### config.mk
export PLATFORM = sky130hd
export DESIGN_NAME = muldiv_unit
export DESIGN_NICKNAME = d
export VERILOG_FILES = /design/src/rtl/muldiv_unit_pkg.sv /design/src/rtl/muldiv_core.sv /design/src/rtl/muldiv_unit.sv
export SDC_FILE = /design/constraint.sdc
export NUM_CORES = 1
export LEC_CHECK = 0
export CAP_MARGIN = 20
export CORE_MARGIN = 5
export CORE_UTILIZATION = 56
export CTS_BUF_LIST = sky130_fd_sc_hd__clkbuf_4
export DETAILED_ROUTE_END_ITERATION = 8
export PLACE_DENSITY = 0.73
export SYNTH_ARGS = -nofsm -noshare
export SYNTH_HDL_FRONTEND = slang
export SYNTH_SLANG_ARGS = --single-unit
### constraint.sdc
create_clock -name iCLK -period 15.1 [get_ports iCLK]
set_input_delay 3.02 -clock iCLK [delete_from_list [all_inputs] [get_ports iCLK]]
set_output_delay 3.02 -clock iCLK [all_outputs]
set_load 0.05 [all_outputs]
### src/rtl/muldiv_unit_pkg.sv
// Shared opcode constants plus the multiply/divide unit's state type and iteration count.
// Helper functions classify an opcode by class so every user decodes it the same way.
package muldiv_unit_pkg;

    localparam logic [4:0] OPMULT  = 5'd10;
    localparam logic [4:0] OPMULTU = 5'd11;
    localparam logic [4:0] OPDIV   = 5'd12;
    localparam logic [4:0] OPDIVU  = 5'd13;
    localparam logic [4:0] OPMADD  = 5'd14;
    localparam logic [4:0] OPMADDU = 5'd15;
    localparam logic [4:0] OPMSUB  = 5'd16;
    localparam logic [4:0] OPMSUBU = 5'd17;
    localparam logic [4:0] OPMTHI  = 5'd18;
    localparam logic [4:0] OPMTLO  = 5'd19;

    localparam int ITER_COUNT = 32;

    typedef enum logic [1:0] {
        MDU_IDLE,
        MDU_RUN,
        MDU_FINISH
    } mdu_state_t;

    function automatic logic is_iter_op(input logic [4:0] op);
        case (op)
            OPMULT, OPMULTU, OPDIV, OPDIVU,
            OPMADD, OPMADDU, OPMSUB, OPMSUBU: is_iter_op = 1'b1;
            default:                          is_iter_op = 1'b0;
        endcase
    endfunction

    function automatic logic is_div_op(input logic [4:0] op);
        is_div_op = (op == OPDIV) || (op == OPDIVU);
    endfunction

    function automatic logic is_signed_op(input logic [4:0] op);
        case (op)
            OPMULT, OPDIV, OPMADD, OPMSUB: is_signed_op = 1'b1;
            default:                       is_signed_op = 1'b0;
        endcase
    endfunction

endpackage

### src/rtl/muldiv_core.sv
// One iteration of the shift-add multiplier or the restoring divider, purely combinational.
// work holds {partial product, multiplier} or {partial remainder, dividend/quotient}.
module muldiv_core #(
    parameter int WIDTH = 32
) (
    input  logic                 is_div,
    input  logic [2*WIDTH-1:0]   work_in,
    input  logic [WIDTH-1:0]     opnd,
    output logic [2*WIDTH-1:0]   work_out
);

    logic [WIDTH:0]   mul_sum;
    logic             div_ge;
    logic [WIDTH-1:0] div_rem;

    always_comb begin
        mul_sum = {1'b0, work_in[2*WIDTH-1:WIDTH]} + (work_in[0] ? {1'b0, opnd} : '0);
        // The shifted remainder needs WIDTH+1 bits for the compare, but after a
        // successful subtract it is below the divisor, so WIDTH bits suffice.
        div_ge  = work_in[2*WIDTH-1:WIDTH-1] >= {1'b0, opnd};
        div_rem = work_in[2*WIDTH-2:WIDTH-1] - opnd;

        if (is_div) begin
            if (div_ge) begin
                work_out = {div_rem, work_in[WIDTH-2:0], 1'b1};
            end else begin
                work_out = {work_in[2*WIDTH-2:0], 1'b0};
            end
        end else begin
            work_out = {mul_sum, work_in[WIDTH-1:1]};
        end
    end

endmodule

### src/rtl/muldiv_unit.sv
// Iterative multiply/divide owning HI/LO; result commits 33 edges after launch with a oDone pulse.
// No backpressure: iStart is dropped while busy, the hazard unit must stall; iAbort cancels.
module muldiv_unit
    import muldiv_unit_pkg::*;
#(
    parameter int WIDTH = 32
) (
    input  logic             iCLK,
    input  logic             iRST,
    input  logic             iStart,
    input  logic [4:0]       iControlSignal,
    input  logic [WIDTH-1:0] iA,
    input  logic [WIDTH-1:0] iB,
    input  logic             iAbort,
    output logic             oBusy,
    output logic             oDone,
    output logic [WIDTH-1:0] oHI,
    output logic [WIDTH-1:0] oLO
);

    localparam int CNT_W = $clog2(ITER_COUNT) + 1;

    mdu_state_t         state_q, state_d;
    logic [CNT_W-1:0]   cnt_q, cnt_d;
    logic [4:0]         op_q, op_d;
    logic [WIDTH-1:0]   opnd_q, opnd_d;
    logic [2*WIDTH-1:0] work_q, work_d;
    logic               neg_q, neg_d;
    logic               rem_neg_q, rem_neg_d;
    logic               divz_q, divz_d;
    logic [WIDTH-1:0]   dvd_q, dvd_d;
    logic [WIDTH-1:0]   hi_q, hi_d;
    logic [WIDTH-1:0]   lo_q, lo_d;
    logic               done_q, done_d;

    logic               op_signed;
    logic               a_neg;
    logic               b_neg;
    logic [WIDTH-1:0]   a_mag;
    logic [WIDTH-1:0]   b_mag;
    logic [2*WIDTH-1:0] work_step;
    logic [2*WIDTH-1:0] prod;
    logic [2*WIDTH-1:0] hilo;
    logic [WIDTH-1:0]   quo;
    logic [WIDTH-1:0]   rem;

    assign op_signed = is_signed_op(iControlSignal);
    assign a_neg     = op_signed & iA[WIDTH-1];
    assign b_neg     = op_signed & iB[WIDTH-1];
    assign a_mag     = a_neg ? -iA : iA;
    assign b_mag     = b_neg ? -iB : iB;

    muldiv_core #(
        .WIDTH (WIDTH)
    ) u_core (
        .is_div   (is_div_op(op_q)),
        .work_in  (work_q),
        .opnd     (opnd_q),
        .work_out (work_step)
    );

    // Sign fix-up applied once at the end rather than per iteration.
    assign prod = neg_q ? -work_q : work_q;
    assign quo  = neg_q ? -work_q[WIDTH-1:0] : work_q[WIDTH-1:0];
    assign rem  = rem_neg_q ? -work_q[2*WIDTH-1:WIDTH] : work_q[2*WIDTH-1:WIDTH];
    assign hilo = {hi_q, lo_q};

    always_comb begin
        state_d   = state_q;
        cnt_d     = cnt_q;
        op_d      = op_q;
        opnd_d    = opnd_q;
        work_d    = work_q;
        neg_d     = neg_q;
        rem_neg_d = rem_neg_q;
        divz_d    = divz_q;
        dvd_d     = dvd_q;
        hi_d      = hi_q;
        lo_d      = lo_q;
        done_d    = 1'b0;

        case (state_q)
            MDU_IDLE: begin
                if (iStart && !iAbort) begin
                    if (is_iter_op(iControlSignal)) begin
                        op_d      = iControlSignal;
                        neg_d     = a_neg ^ b_neg;
                        rem_neg_d = a_neg;
                        divz_d    = (iB == '0);
                        dvd_d     = iA;
                        cnt_d     = '0;
                        state_d   = MDU_RUN;
                        if (is_div_op(iControlSignal)) begin
                            work_d = {{WIDTH{1'b0}}, a_mag};
                            opnd_d = b_mag;
                        end else begin
                            work_d = {{WIDTH{1'b0}}, b_mag};
                            opnd_d = a_mag;
                        end
                    end else if (iControlSignal == OPMTHI) begin
                        hi_d = iA;
                    end else if (iControlSignal == OPMTLO) begin
                        lo_d = iA;
                    end
                end
            end

            MDU_RUN: begin
                if (iAbort) begin
                    state_d = MDU_IDLE;
                    cnt_d   = '0;
                end else begin
                    work_d = work_step;
                    cnt_d  = cnt_q + 1'b1;
                    if (cnt_q == CNT_W'(ITER_COUNT - 1)) begin
                        state_d = MDU_FINISH;
                    end
                end
            end

            MDU_FINISH: begin
                state_d = MDU_IDLE;
                cnt_d   = '0;
                if (!iAbort) begin
                    done_d = 1'b1;
                    if (is_div_op(op_q)) begin
                        if (divz_q) begin
                            lo_d = '1;
                            hi_d = dvd_q;
                        end else begin
                            lo_d = quo;
                            hi_d = rem;
                        end
                    end else if (op_q == OPMADD || op_q == OPMADDU) begin
                        {hi_d, lo_d} = hilo + prod;
                    end else if (op_q == OPMSUB || op_q == OPMSUBU) begin
                        {hi_d, lo_d} = hilo - prod;
                    end else begin
                        {hi_d, lo_d} = prod;
                    end
                end
            end

            default: begin
                state_d = MDU_IDLE;
            end
        endcase
    end

    always_ff @(posedge iCLK) begin
        if (!iRST) begin
            state_q   <= MDU_IDLE;
            cnt_q     <= '0;
            op_q      <= '0;
            opnd_q    <= '0;
            work_q    <= '0;
            neg_q     <= 1'b0;
            rem_neg_q <= 1'b0;
            divz_q    <= 1'b0;
            dvd_q     <= '0;
            hi_q      <= '0;
            lo_q      <= '0;
            done_q    <= 1'b0;
        end else begin
            state_q   <= state_d;
            cnt_q     <= cnt_d;
            op_q      <= op_d;
            opnd_q    <= opnd_d;
            work_q    <= work_d;
            neg_q     <= neg_d;
            rem_neg_q <= rem_neg_d;
            divz_q    <= divz_d;
            dvd_q     <= dvd_d;
            hi_q      <= hi_d;
            lo_q      <= lo_d;
            done_q    <= done_d;
        end
    end

    assign oBusy = (state_q != MDU_IDLE);
    assign oDone = done_q;
    assign oHI   = hi_q;
    assign oLO   = lo_q;

endmodule

# --- Word level (Yosys, flattened, before mapping) ---
# Memories as Yosys holds them, arrays and structs flattened.
# Index checks and enable logic that the tools add are counted.
# Widths: inputs -> output; s select.
word_totals:
  regBits: 209
  rom_bits: 32
  input_bits: 73
  output_inout_bits: 66
  memories: 1
memory_table:
  columns: ["memory", "words", "word_bits", "read_ports", "rd_clocked_by_memory_dff", "write_ports", "line_no", "rtl"]
  rows:
  - ["(no name shown)", 32, 1, 1, 0, 0, "muldiv_unit_pkg.sv:25", "case (op)"]
classes:
  addsub: 10
  n_lt_le_gt_ge: 1
  n_eq_ne: 25
  n_mux: 46
  bitwise_logic: 3
  n_reduce_logical: 20
op_table:
  columns: ["op", "n"]
  rows:
  - ["$mux 32", 24]
  - ["$mux 64", 6]
  - ["$neg 32->32", 4]
  - ["$pmux 32 s2", 2]
  - ["$pmux 64 s2", 1]
  - ["$add 64x64->64", 1]
  - ["$neg 64->64", 1]
  - ["$sub 64x64->64", 1]
  - ["$eq 5x4->1 const B", 8]
  - ["$add 32x33->33", 1]
  - ["$ge 33x32->1", 1]
  - ["$logic_not 32->1", 1]
  - ["$sub 32x32->32", 1]
  - ["$eq 5x5->1 const B", 5]
  - ["$mux 6", 3]
  - ["$pmux 6 s3", 1]
  - ["$ne 2x2->1 const B", 8]
  - ["$reduce_and 3->1", 3]
  - ["$mux 2", 4]
  - ["$add 6x1->6 const B", 1]
  - ["$eq 6x5->1 const B", 1]
  - ["$reduce_and 6->1", 1]
  - ["$reduce_bool 2->1", 3]
  - ["$reduce_and 5->1", 1]
  - ["15 further kinds", 22]

# --- Depth between registers and ports, before layout ---
# Gate-level depths: netlist of the first run.
logic_depth:
  word_depth: 9
  mapped_depth: 25
  mapped_depth_nobuf: 23

# --- Modules after synthesis ---
# A second synthesis of the first run with hierarchy kept.
hier_totals:
  hier_cells: 3906
  area_unflattened_um2: 26825.7
modules_own_cells:
  columns: ["mod", "n_inst", "cells_per_inst", "area_each_um2"]
  rows:
  - ["muldiv_unit", 1, 3227, 22120.0]
  - ["muldiv_core", 1, 679, 4705.8]

# --- Least setup slack after synthesis of the first run ---
# OpenSTA, ideal clock, no wires.
synth_path:
  path_kind: "input-to-reg"
  start: "input port iA[2]"
  end: "register work_q[29]"
  arrival_time_ns: 5.612
  required_ns: 15.009
  setup_slack_ns: 9.397
  path_stages: 11
  n_path_buf: 1
  cell_sequence: "clkbuf_1 nor2_1 nor4b_1 nand3_1 or3_1 or3_1 o31ai_1 xor2_1 nand2_1 o211ai_1 a311oi_1"
synth_via:
  elab_chain_len: 6
synth_rtl:
  columns: ["element", "line_no", "rtl"]
  rows:
  - ["from (decl)", "muldiv_unit.sv:12", "input logic [WIDTH-1:0] iA,"]
  - ["$neg 32->32", "muldiv_unit.sv:50", "assign a_mag = a_neg ? -iA : iA;"]
  - ["$mux 32", "muldiv_unit.sv:50", null]
  - ["$mux 32", "muldiv_unit.sv:93", "if (is_div_op(iControlSignal)) begin"]
  - ["$mux 64", "muldiv_unit.sv:85", "if (is_iter_op(iControlSignal)) begin"]
  - ["$mux 64", "muldiv_unit.sv:84", "if (iStart && !iAbort) begin"]
  - ["$pmux 64 s2", "muldiv_unit.sv:82", "case (state_q)"]
  - ["to (signal assigned)", "muldiv_unit.sv:169", "work_q <= work_d;"]
  - ["to (decl)", "muldiv_unit.sv:27", "logic [2*WIDTH-1:0] work_q, work_d;"]
# Every way passes these cells. The select of a mux whose other input is x is not followed.
# A chain may end at the register's enable or synchronous reset.

# --- Final worst setup path of the first run ---
layout_path:
  start: "register work_q[0]"
  end: "register hi_q[31] (netlist: oHI[31])"
layout_via:
  elab_chain_len: 8
layout_rtl:
  columns: ["element", "line_no", "rtl"]
  rows:
  - ["$neg 64->64", "muldiv_unit.sv:63", "assign prod = neg_q ? -work_q : work_q;"]
  - ["$mux 64 (*)", "muldiv_unit.sv:63", null]
  - ["$sub 64x64->64", "muldiv_unit.sv:137", "{hi_d, lo_d} = hilo - prod;"]
  - ["$mux 32", "muldiv_unit.sv:136", "end else if (op_q == OPMSUB || op_q == OPMSUBU) begin"]
  - ["$mux 32 (*)", "muldiv_unit.sv:134", "end else if (op_q == OPMADD || op_q == OPMADDU) begin"]
  - ["$mux 32 (*)", "muldiv_unit.sv:126", "if (is_div_op(op_q)) begin"]
  - ["$mux 32 (*)", "muldiv_unit.sv:124", "if (!iAbort) begin"]
  - ["$pmux 32 s2 (*)", "muldiv_unit.sv:82", null]
  - ["to (signal assigned)", "muldiv_unit.sv:174", "hi_q <= hi_d;"]
  - ["to (decl)", "muldiv_unit.sv:32", "logic [WIDTH-1:0] hi_q, hi_d;"]
# Mark *: on every way between the ends. The rest lies on a longest branch, timed or not. The select of a mux whose other input is x is not followed.

==> flow_metrics.env, run 1 <==
export IMPL_syn_to_final_growth_pct=8.97
export IMPL_p_int_mw=1.06
export IMPL_route_met3_wl_um=14800
export IMPL_critPathMaxFanout=32
export IMPL_post_cts_buffers=0
export IMPL_synth_edf_count=0
export IMPL_yosysTopAreaCellShare_pct=16.0
export IMPL_placed_area_um2=27600
export IMPL_drt_iter0_drc=4511
export IMPL_top_layer_used="met4"
export IMPL_yosysUniqueCellTypes=104
export IMPL_gr_total_overflow=0
export IMPL_grt_max_degree=80
export IMPL_setup_tns_ps=0
export IMPL_gp_congestion=1.03
export IMPL_nFillCells=4537
export IMPL_antenna_found_initial=4
export IMPL_drc=0
export IMPL_status="completed"
export IMPL_vias_per_cell=6.75
export IMPL_die_w_um=226
export IMPL_dieHeight_um=226
export IMPL_dieArea_um2=51000
export IMPL_io_pins=139
export IMPL_synth_cells=3845
export IMPL_p_leak_nw=11.3
export IMPL_drv_cap=0
export IMPL_register_area_um2=4170
export IMPL_post_cts_resized=0
export IMPL_insertion_delay_ps=820
export IMPL_dp_cells=4356
export IMPL_grt_pass1_wl_um=161000
export IMPL_synthTopCellsByArea="dfxtp_1 16%, ha_1 9.4%, a21oi_1 8.7%, nand2_1 6.8%, o21ai_0 5.3%"
export IMPL_setup_violations=0
export IMPL_layoutNonFillerInstCount=4475
export IMPL_hpwl_um=78900
export IMPL_p_seq_share_pct=33.8
export IMPL_nets=4091
export IMPL_ctsHoldBuffers=0
export IMPL_crit_required_ps=15780
export IMPL_dr_pass1_iters=9
export IMPL_route_layer_met1_wl_um=42900
export IMPL_cts_root_buf="clkbuf_4"
export IMPL_met2_length_um=42900
export IMPL_cts_tree="yes"
export IMPL_synth_top_area_cell="dfxtp_1"
export IMPL_row_count=79
export IMPL_slowest_delay_ps=580
export IMPL_wl_per_cell_um=24.0
export IMPL_coreArea_um2=46300
export IMPL_fin_crit_ps=6740
export IMPL_rsz0062_at_grt="false"
export IMPL_ys_async_sr_fraction_pct=0
export IMPL_cts_buffer_depth=3
export IMPL_crit_arrival_ps=7430
export IMPL_slew_headroom_pct=17.2
export IMPL_hold_viol=0
export IMPL_ys_seq_area_share_pct=16.0
export IMPL_p_per_area_nw_per_um2=60.2
export IMPL_ir_drop_v=0.0000497
export IMPL_startpoint_type="flip-flop"
export IMPL_path_cells="inv_1, buf_4, ha_1, nor2b_1, nand2_1, or3_1, o31ai_1, xnor2_1, ha_1, inv_1, nor2_1, nand3_1, or4_1, o221ai_1, o211ai_1, o31a_1, o21ai_0, nand2_1, o31ai_1, nor3_1, a211oi_1"
export IMPL_ys_ff_latch=208
export IMPL_yosys_warnings=0
export IMPL_syn_nets=4118
export IMPL_p_switching_uw=650
export IMPL_ant_nets=0
export IMPL_vias=30200
export IMPL_path_delay_family="compound AO/OA/AOI/OAI gates"
export IMPL_fmax_mhz=148
export IMPL_io_buffers=138
export IMPL_grt_pass1_vias=26900
export IMPL_grtUsageTotal_pct=40.0
export IMPL_htree_levels=3
export IMPL_hold_class="reg -> reg"
export IMPL_syn_area_um2=26100
export IMPL_clock_sinks=208
export IMPL_crit_buf_inv=3
export IMPL_slowest_stage="or4_1"
export IMPL_finish_instance_area_um2=28400
export IMPL_start_util_pct=56.4
export IMPL_tightest_slew_ps=1240
export IMPL_avgSynthCellArea_um2=6.78
export IMPL_netSwitchingFraction_pct=38.0
export IMPL_yosys_most_used_dff="dfxtp_1"
export IMPL_power_frac_comb_pct=30.0
export IMPL_cts_buffers=67
export IMPL_drt_total_wl_um=108000
export IMPL_pwr_share_clk_pct=36.2
export IMPL_multi_input_area_um2=20200
export IMPL_min_period_over_period_pct=44.7
export IMPL_critPathKind="reg -> reg"
export IMPL_clk_pin_slew_ps=70
export IMPL_end_kind="flip-flop"
export IMPL_drive_above_1_share_pct=6.27
export IMPL_fin_skew_ps=64.9
export IMPL_report_final_slew_viol_count=0
-- routing by layer --
layer | global-route usage, % | vias to the layer above
li1 | - | 14000
met1 | 54.9 | 13900
met2 | 56.3 | 1986
met3 | 10.9 | 371
met4 | 22.6 | 0
met5 | 0 | -
-- placed cells by master, fill, tap and decap left out, drive strengths merged, types with 52 or more instances in the layout --
cell / Yosys / routed
nand3: 88 / 88
xor2: 103 / 103
o211ai: 67 / 67
inv: 189 / 190
ha: 196 / 196
clkdlybuf4s50: 0 / 137
nor2: 353 / 353
a21oi: 453 / 453
clkbuf: 236 / 94
nand2: 472 / 472
dfxtp: 208 / 208
a211oi: 55 / 55
a21o: 70 / 70
nor3: 82 / 82
o31ai: 52 / 52
o21ai: 282 / 282
xnor2: 150 / 150
-- path summary, 6_finish.rpt --
path              slack, ps       end  cells after the start  startpoint
setup reg to reg       8360   oHI[31]                     21   work_q[0]
setup / recovery       8360   oHI[31]                     21   work_q[0]
hold reg to reg         450  dvd_q[2]                      2    dvd_q[2]
hold / removal          450  dvd_q[2]                      2    dvd_q[2]
-- stage by stage --
| step | hold slack, ps | total power [mW] | worst slack [ps] | utilization, % |
|---|---|---|---|---|
| finish | 453 | 1.71 | 8360 | 61.4 |
| global route | 471 | 1.78 | 7950 | 61.4 |
| CTS | 454 | 1.69 | 8580 | 61.4 |
| detailed placement | 445 | 1.08 | 8330 | 59.6 |
| global placement | 440 | 1.08 | 8370 | 59.6 |
| floorplan | 422 | 0.932 | 9400 | - |
-- flip-flops by register name, indices dropped and copies added, names as in the netlist --
name,count
work_q,64
dvd_q,32
oHI,32
oLO,32
opnd_q,32
cnt_q,6
op_q,4
state_q,2
divz_q,1
neg_q,1
oDone,1
rem_neg_q,1
-- cell families (layout without fill, tap and decap cells) --
family	Yosys count	in the layout	synth area share, %
AOI/OAI and AO/OA	1370	1370	33.7
DFF	208	208	16.0
buffers and inverters	468	485	6.87
adders and majority gates	200	200	9.71
muxes	42	42	1.70
and+or+nand+nor	1304	1304	23.5
xor gates and xnor gates	253	253	8.50
other	0	6	0
-- tightest hold or removal path, delay by kind of cell (launching register included) --
family / cells / cell delay, ps
flops: 1 / 310
simple gates: 1 / 50
compound gates: 1 / 50
-- final cells by class --
| cell class | instances | area share [%] |
|---|---|---|
| Multi-Input combinational cell | 3169 | 71.1 |
| Sequential cell | 208 | 14.7 |
| Timing Repair Buffer | 181 | 5.98 |
| Tap cell | 607 | 2.67 |
| Inverter | 191 | 2.53 |
| Clock buffer | 94 | 2.48 |
| Clock inverter | 19 | 0.480 |
| Antenna cell | 6 | 0.0529 |
-- synth_stat cells (all sizes together) (16+ instances only) --
| cell type | n |
|---|---|
| nand2 | 472 |
| a21oi | 453 |
| nor2 | 353 |
| o21ai | 282 |
| clkbuf | 236 |
| dfxtp | 208 |
| ha | 196 |
| inv | 189 |
| xnor2 | 150 |
| xor2 | 103 |
| nand3 | 88 |
| nor3 | 82 |
| a21o | 70 |
| o211ai | 67 |
| a211oi | 55 |
| o31ai | 52 |
| a31oi | 49 |
| nand2b | 42 |
| buf | 40 |
| nand4 | 40 |
| nor4 | 39 |
| o21bai | 39 |
| or3 | 39 |
| a221oi | 31 |
| nor2b | 30 |
| or4 | 30 |
| o22ai | 28 |
| o41ai | 27 |
| mux2i | 26 |
| or2 | 26 |
| o221ai | 25 |
| a22oi | 22 |
| a311oi | 22 |
| and2 | 19 |
| o21a | 17 |
| mux2 | 16 |
-- power by group through the flow --
stage / clock (mW) / sequential, mW / combinational (mW)
final: 0.619 / 0.578 / 0.513
after global placement: 0 / 0.588 / 0.491
after floorplan: 0 / 0.581 / 0.351
after CTS: 0.622 / 0.576 / 0.495
after detailed placement: 0 / 0.589 / 0.492
after global routing: 0.653 / 0.578 / 0.546
(Power assumes the default switching activity.)
==> run 2: changes to the inputs <==
PLACE_DENSITY = 0.76   (was 0.73)
clock period = 5.5 ns   (was 15.1 ns; I/O delays follow)
==> flow_metrics.env, run 2 (synthesized netlist as in run 1, its figures left out) <==
export IMPL_status="completed"
export IMPL_gr_total_overflow=0
export IMPL_drt_total_wl_um=118000
export IMPL_cts_buffers=66
export IMPL_path_cells="or4_1, buf_4, or3_1, nand2_1, xnor2_1, ha_1, or4b_1, o211ai_1, a211oi_2, a2111oi_4, o31ai_2, a41oi_2, a41oi_4, o21ba_1, or4_1, a21oi_1, o221ai_1"
export IMPL_p_seq_share_pct=31.2
export IMPL_io_buffers=138
export IMPL_vias=31600
export IMPL_fin_crit_ps=5410
export IMPL_grt_max_degree=80
export IMPL_slew_headroom_pct=17.5
export IMPL_total_power_mw=5.04
export IMPL_cts_tree="yes"
export IMPL_hp_start="dvd_q[31]"
export IMPL_tightest_slew_ps=1230
export IMPL_start_util_pct=56.4
export IMPL_hpwl_um=89500
export IMPL_vias_per_cell=6.76
export IMPL_htree_levels=3
export IMPL_drt_iter0_drc=5072
export IMPL_netSwitchingFraction_pct=37.7
export IMPL_critPathKind="reg -> reg"
export IMPL_p_per_area_nw_per_um2=166
export IMPL_hold_class="reg -> reg"
export IMPL_clock_sinks=208
export IMPL_critPathMaxFanout=6
export IMPL_min_period_over_period_pct=98.3
export IMPL_syn_to_final_growth_pct=16.2
export IMPL_crit_required_ps=6120
export IMPL_antenna_found_initial=4
export IMPL_drive_above_1_share_pct=12.2
export IMPL_hold_viol=0
export IMPL_die_w_um=226
export IMPL_dr_pass1_iters=7
export IMPL_dp_cells=4559
export IMPL_whs_endpoint="dvd_q[31]"
export IMPL_cts_root_buf="clkbuf_4"
export IMPL_nets=4305
export IMPL_top_register="work_q"
export IMPL_rsz0062_at_grt="true"
export IMPL_hold_ws_ps=453
export IMPL_grt_use_met1_pct=60.9
export IMPL_path_common_cell="or4_1"
export IMPL_io_pins=139
export IMPL_final_cell_mix="469 x nand2_1, 448 x a21oi_1, 345 x nor2_1"
export IMPL_ff2ff_setup_slack_ps=90
export IMPL_r2r_end="oHI[25]"
export IMPL_met2_usage_pct=60.8
export IMPL_grt_pass1_wl_um=174000
export IMPL_insertion_delay_ps=810
export IMPL_pwr_share_clk_pct=36.3
export IMPL_layout_commonest_cell="nand2_1"
export IMPL_ir_drop_v=0.000144
export IMPL_wl_per_cell_um=25.2
export IMPL_grtUsageTotal_pct=43.9
export IMPL_crit_arrival_ps=6020
export IMPL_dieHeight_um=226
export IMPL_slowest_stage="or4_1"
export IMPL_slowest_delay_ps=620
export IMPL_p_switching_mw=1.90
export IMPL_gr_max_usage_layer="met1"
export IMPL_nFillCells=4325
export IMPL_dieArea_um2=51000
export IMPL_drv_cap=0
export IMPL_largest_register_ff_count=64
export IMPL_coreArea_um2=46300
export IMPL_regToRegStartpoint="work_q[7]"
export IMPL_gp_congestion=1.07
export IMPL_drc=0
export IMPL_startpoint_type="flip-flop"
export IMPL_clk_pin_slew_ps=60
export IMPL_ant_nets=0
export IMPL_p_leak_nw=12.5
export IMPL_cts_buffer_depth=3
export IMPL_layoutNonFillerInstCount=4683
export IMPL_end_kind="flip-flop"
export IMPL_use_met3_pct=14.1
export IMPL_pre_cts_ws_ps=-11.3
export IMPL_min_path_cells=2
export IMPL_fin_skew_ps=46.9
export IMPL_p_int_mw=3.14
export IMPL_fmax_mhz=185
export IMPL_rr_worst_depth=17
export IMPL_report_final_slew_viol_count=0
export IMPL_power_frac_comb_pct=32.5
export IMPL_row_count=79
export IMPL_grt_pass1_vias=28200
export IMPL_setup_violations=0
export IMPL_postLayoutSetupSlackWorst_ps=92.9
-- run 2: cell types whose count changed in the layout (fill, tap and decap cells not counted), moves of 7 or more --
cell,previous run,this run
clkinv_1,15,8
o21ai_0,277,270
clkinv_2,0,8
o21ai_1,4,11
buf_4,43,257
-- run 2: final cells by class --
type | count | area [um^2] | area share (%)
clock buffer | 90 | 676 | 2.23
antenna | 2 | 5.00 | 0.0165
sequential | 208 | 4170 | 13.8
clock inverter | 20 | 216 | 0.714
inverter | 191 | 719 | 2.37
tap | 607 | 759 | 2.51
multi-input combinational | 3169 | 20400 | 67.4
timing repair buffer | 396 | 3330 | 11.0
-- run 2: worst max path at each step --
stage / cells after the start / to / start / slack (ps)
2_1_floorplan: 20 / oHI[30] / neg_q / 240
3_3_place_gp: 19 / oHI[31] / work_q[3] / 30
3_5_place_dp: 21 / oHI[30] / work_q[15] / -10
4_1_cts: 19 / oHI[17] / work_q[7] / 20
5_1_grt: 19 / oHI[17] / work_q[7] / -40
6_report: 17 / oHI[25] / work_q[7] / 90
-- run 2: layer usage --
layer  wire length, um  vias up  part of all wire (%)
met5                12        -                 0.010
met4              7310        2                   6.2
met3             17100      386                    14
met2             46500     2287                    39
met1             47100    14600                    40
li1                  -    14400                     -
-- run 2: critical path: cells and delay by family, from the launching register on --
kind	cells	cell delay, ps
xor+xnor	1	170
flops	1	300
buf+inv	1	210
fa+ha+maj	1	360
simple gates	5	2160
compound gates	9	2040
-- run 2: stage by stage --
stage | util, % | area [um^2] | TNS (ps)
after floorplan | - | 26100 | 0
after global placement | 62.9 | 29100 | 0
after detailed placement | 62.9 | 29100 | -11.3
after CTS | 64.8 | 30000 | 0
after global routing | 65.5 | 30300 | -101
final | 65.5 | 30300 | 0
-- run 2: power groups by stage --
stage | Combinational, mW | Sequential, mW | Clock (mW)
2_1_floorplan | 0.964 | 1.59 | 0
3_3_place_gp | 1.52 | 1.60 | 0
3_5_place_dp | 1.52 | 1.60 | 0
4_1_cts | 1.54 | 1.57 | 1.84
5_1_grt | 1.73 | 1.57 | 1.91
6_report | 1.64 | 1.57 | 1.83
-- run 2: timing repair --
action                                  in CTS  in global routing
pin swaps                                    0                 14
hold buffers                                 0                  0
endpoints found under the setup margin       1                 30
resized for setup                            1                 51
buffers inserted                             0                 12
